[config.mk]
export PLATFORM = sky130hd
export DESIGN_NAME = cr_tie_monitor
export DESIGN_NICKNAME = d
export VERILOG_FILES = /design/src/rtl/cr_tie_monitor.sv
export SDC_FILE = /design/constraint.sdc
export NUM_CORES = 1
export LEC_CHECK = 0
export CORE_MARGIN = 5
export CORE_UTILIZATION = 34
export CTS_BUF_LIST = sky130_fd_sc_hd__clkbuf_4
export DETAILED_ROUTE_END_ITERATION = 12
export SLEW_MARGIN = 40
export SYNTH_ARGS = -nofsm -noshare
export SYNTH_HDL_FRONTEND = slang
export SYNTH_SLANG_ARGS = --single-unit
[constraint.sdc]
create_clock -name clk -period 1.56 [get_ports clk]
set_clock_uncertainty 0.05 [all_clocks]
set_input_delay 0.312 -clock clk [delete_from_list [all_inputs] [get_ports clk]]
set_output_delay 0.312 -clock clk [all_outputs]
set_load 0.02 [all_outputs]
[src/rtl/cr_tie_monitor.sv]
// cr_tie_monitor: consumer-side integrity monitor for a tie-cell constant pair.
// Resynchronises tie_o / tie_ob, debounces any deviation from (1, 0) and raises
// a level interrupt with sticky status, OR-accumulated type and a saturating count.
module cr_tie_monitor #(
  parameter int unsigned DEBOUNCE = 4,
  parameter int unsigned CNT_W    = 8
) (
  input  logic             clk,
  input  logic             rst,
  input  logic             enable,
  input  logic             tie_o,
  input  logic             tie_ob,
  input  logic             clr_err,
  input  logic             err_ack,
  output logic             err_irq,
  output logic             err_sticky,
  output logic [CNT_W-1:0] err_cnt,
  output logic [1:0]       err_type,
  output logic             busy
);

  localparam int unsigned DW = $clog2(DEBOUNCE + 1);

  localparam logic [1:0] IDLE  = 2'b00;
  localparam logic [1:0] CHECK = 2'b01;
  localparam logic [1:0] FAULT = 2'b10;

  logic             o_q1, o_q2, ob_q1, ob_q2;
  logic [1:0]       mm;
  logic             mm_any;

  logic [1:0]       state, state_nx;
  logic [DW-1:0]    deb_cnt, deb_nx;
  logic             irq_nx, sticky_nx, busy_nx, fault_entry;
  logic [CNT_W-1:0] cnt_nx;
  logic [1:0]       type_nx;

  // Two-flop synchronisers, reset to the expected tie values so reset is clean.
  always_ff @(posedge clk or posedge rst) begin
    if (rst) begin
      o_q1  <= 1'b1;
      o_q2  <= 1'b1;
      ob_q1 <= 1'b0;
      ob_q2 <= 1'b0;
    end else begin
      o_q1  <= tie_o;
      o_q2  <= o_q1;
      ob_q1 <= tie_ob;
      ob_q2 <= ob_q1;
    end
  end

  assign mm     = {ob_q2, ~o_q2};
  assign mm_any = |mm;

  // State, debounce counter and registered status outputs.
  always_ff @(posedge clk or posedge rst) begin
    if (rst) begin
      state      <= IDLE;
      deb_cnt    <= '0;
      err_irq    <= 1'b0;
      err_sticky <= 1'b0;
      err_cnt    <= '0;
      err_type   <= 2'b00;
      busy       <= 1'b0;
    end else begin
      state      <= state_nx;
      deb_cnt    <= deb_nx;
      err_irq    <= irq_nx;
      err_sticky <= sticky_nx;
      err_cnt    <= cnt_nx;
      err_type   <= type_nx;
      busy       <= busy_nx;
    end
  end

  // Next-state and next-output logic; a fault entry overrides a same-cycle clear.
  always_comb begin
    state_nx    = state;
    deb_nx      = '0;
    irq_nx      = err_irq;
    sticky_nx   = clr_err ? 1'b0  : err_sticky;
    cnt_nx      = clr_err ? '0    : err_cnt;
    type_nx     = clr_err ? 2'b00 : err_type;
    fault_entry = 1'b0;

    case (state)
      IDLE: begin
        if (enable) state_nx = CHECK;
      end
      CHECK: begin
        if (!enable) begin
          state_nx = IDLE;
        end else if (mm_any) begin
          if (deb_cnt == DW'(DEBOUNCE - 1)) begin
            state_nx    = FAULT;
            fault_entry = 1'b1;
          end else begin
            deb_nx = deb_cnt + DW'(1);
          end
        end
      end
      FAULT: begin
        if (err_ack) begin
          irq_nx   = 1'b0;
          state_nx = enable ? CHECK : IDLE;
        end
      end
      default: state_nx = IDLE;
    endcase

    if (fault_entry) begin
      irq_nx    = 1'b1;
      sticky_nx = 1'b1;
      type_nx   = type_nx | mm;
      if (cnt_nx != {CNT_W{1'b1}}) cnt_nx = cnt_nx + CNT_W'(1);
    end

    busy_nx = (state_nx != IDLE);
  end

endmodule

==> impl_metrics.ini <==
[sta]
post-route-min-period_ns = 1.57
post-route-period-util_pct = 100
slew_viol_final = 0
fmax_mhz = 638
fin_ws_ns = -0.00775
rsz0062_at_grt = true
tightest_slew_ns = 0.280
holdWs_ns = 0.272
hold_viol = 0
max_slew_margin_pct = 81.4
setup_viol = 2

[pwr]
static-leakage-power_nw = 0.683
power.density_mw_per_mm2 = 645
fin_total_pwr_mw = 0.919
ir_worst_vdd_mv = 0.570

[route]
finalWirelength_um = 2210
via_per_inst = 4.80
num_vias = 772
wire_per_inst_um = 13.7
ant_nets = 0
drt-initial-drc-count = 24
drc = 0
dr.pass1.iters = 4

[placed_design]
gp_congestion = 0.822
pre_cts_ws_ns = -0.656
place.detailed.hpwl_um = 1580
io_buffer_count = 19
dp.cells = 152

[setup_path]
rrSetupSlack_ns = -0.008
rr_worst_depth = 7
worstSetupPathType = flip-flop to flip-flop
critPathMaxFanout = 3
end_kind = flip-flop
reg2reg_to = err_cnt[1]
crit-reg2reg-launch = err_cnt[1]
worstPathArrival_ns = 1.73
setup.worst_path.start_class = flip-flop
required_ns = 1.72

[clock_network]
cts_tree = built
cts_root_buf = clkbuf_4
cts_buffers = 3
clock_latency_ns = 0.31
clkTransAtPathRegs_ns = 0.12
clk_path_buf_depth = 2
h-tree-depth = 1
clkSinkCount = 22

[global_routing]
grt_overflow = 0
grtUsageMet3_pct = 4.44
met2_usage_pct = 18.3
grt_use_met1_pct = 13.3
antenna_found_initial = 0
grt_usage_pct = 11.1
grt_max_degree = 23
top_usage_layer = met2
grt_pass1_vias = 775
grt_first_pass_wirelength_um = 3530

[layout]
final_cell_mix = dfrtp_1, buf_4, dlygate4sd2_1, nand2_1, inv_1
stdcell_count = 161
area_growth_pct = 46.6
diodes = 0
drive_gt1_share_pct = 34.6
utilization_pct = 51.6
num-nets-final = 140

[logic_synthesis]
ys.flop_type = dfrtp_1
ys_warn_count = 0
syn-num-nets = 100
async_reset_ff_share_pct = 100
syn_inst = 91
seq_area_frac_synth_pct = 57.0
synthDistinctLibCells = 31
synth_edf_count = 0
synth_area_per_cell_um2 = 10.7
ys_seq_elements = 22
syn_area_um2 = 971

[floorplanning]
start_util_pct = 35.2
io_pins = 20
fp.dieW_um = 63.4
dieArea_mm2 = 0.00402
die_y_um = 63.4
rows = 19
fp.coreArea_mm2 = 0.00276

[min_path]
hold_path.class = input port to asynchronous set/reset pin

[run_status]
status = finished with violations
violations = negative setup slack

[job]
maxCapViolCount = 0
per-layer routing:
metal	share of wire, %	up-vias
met3	6.2	2
met2	49	15
met4	1.0	0
li1	-	383
met5	0	-
met1	44	372
per-stage QoR:
stage	TNS (ns)	instance area [um^2]
after floorplan	-0.204	1000
after global placement	-3.64	1310
after detailed placement	-4.32	1310
after CTS	-0.0394	1360
after global routing	-0.225	1420
final	-0.00938	1420
cells by family after synthesis:
kind of cell             after synthesis  synth area share, %
AO/OA/AOI/OAI                         13                 7.86
buffers and inverters                  9                 3.87
AND/OR/NAND/NOR                       39                 22.7
adder cells (fa/ha/maj)                2                 2.58
flip-flops                            22                 57.0
XOR/XNOR                               5                 4.51
multiplexers                           1                 1.55
cell usage after synthesis (all sizes together) (2+ instances only):
cell	instances	area (um^2)
dfstp	2	52.6
nand2b	4	25.0
xnor2	4	35.0
nand4	2	12.5
inv	7	26.3
o21ai	6	33.8
nor3	4	25.0
a21oi	3	15.0
ha	2	25.0
nor2	4	15.0
nand3	5	25.0
nor2b	6	47.5
dfrtp	20	500
nand2	10	37.5
worst max-delay path, cell delays in order (launching register included):
cell and delay (ns):
dfrtp_2 0.38, nor2b_4 0.18, ha_4 0.18, nand2_4 0.06
nor3_4 0.13, nand3_2 0.11, nand2_2 0.09, mux2_4 0.29
state kept, by name (all words and copies together), names as in the netlist:
signal      cells
err_sticky      1
err_irq         1
err_cnt         8
deb_cnt         3
ob_q2           1
state           2
busy            1
err_type        2
ob_q1           1
o_q1            1
o_q2            1
power breakdown:
| group | switching, mW | internal (mW) | leakage, nW |
|---|---|---|---|
| Combinational | 0.0352 | 0.0295 | 0.382 |
| Sequential | 0.00650 | 0.584 | 0.285 |
| Clock | 0.170 | 0.0935 | 0.0154 |
| Total | 0.212 | 0.707 | 0.683 |
worst max-delay path by stage:
stage | from | endpoint | depth (start not counted)
2_1_floorplan | err_cnt[0] | err_cnt[1] | 7
3_3_place_gp | clr_err | err_cnt[1] | 8
3_5_place_dp | clr_err | err_cnt[1] | 8
4_1_cts | err_cnt[1] | err_cnt[1] | 7
5_1_grt | deb_cnt[0] | err_cnt[4] | 6
6_report | err_cnt[1] | err_cnt[1] | 7
final cells by class:
class,count,area [um^2]
Inverter,7,26.3
Fill cell,256,1330
Timing Repair Buffer,37,309
Multi-Input combinational cell,60,467
Sequential cell,22,557
Clock inverter,1,3.75
Tap cell,31,38.8
Clock buffer,3,22.5
what timing repair did:
item,4_1_cts,5_1_grt
gates resized for setup,23,10
gates cloned,0,0
buffers inserted,0,5
pin swaps,3,8
endpoints found under the setup margin,21,9
hold buffers,0,0
Note: power is estimated with default switching activity, not from simulation.
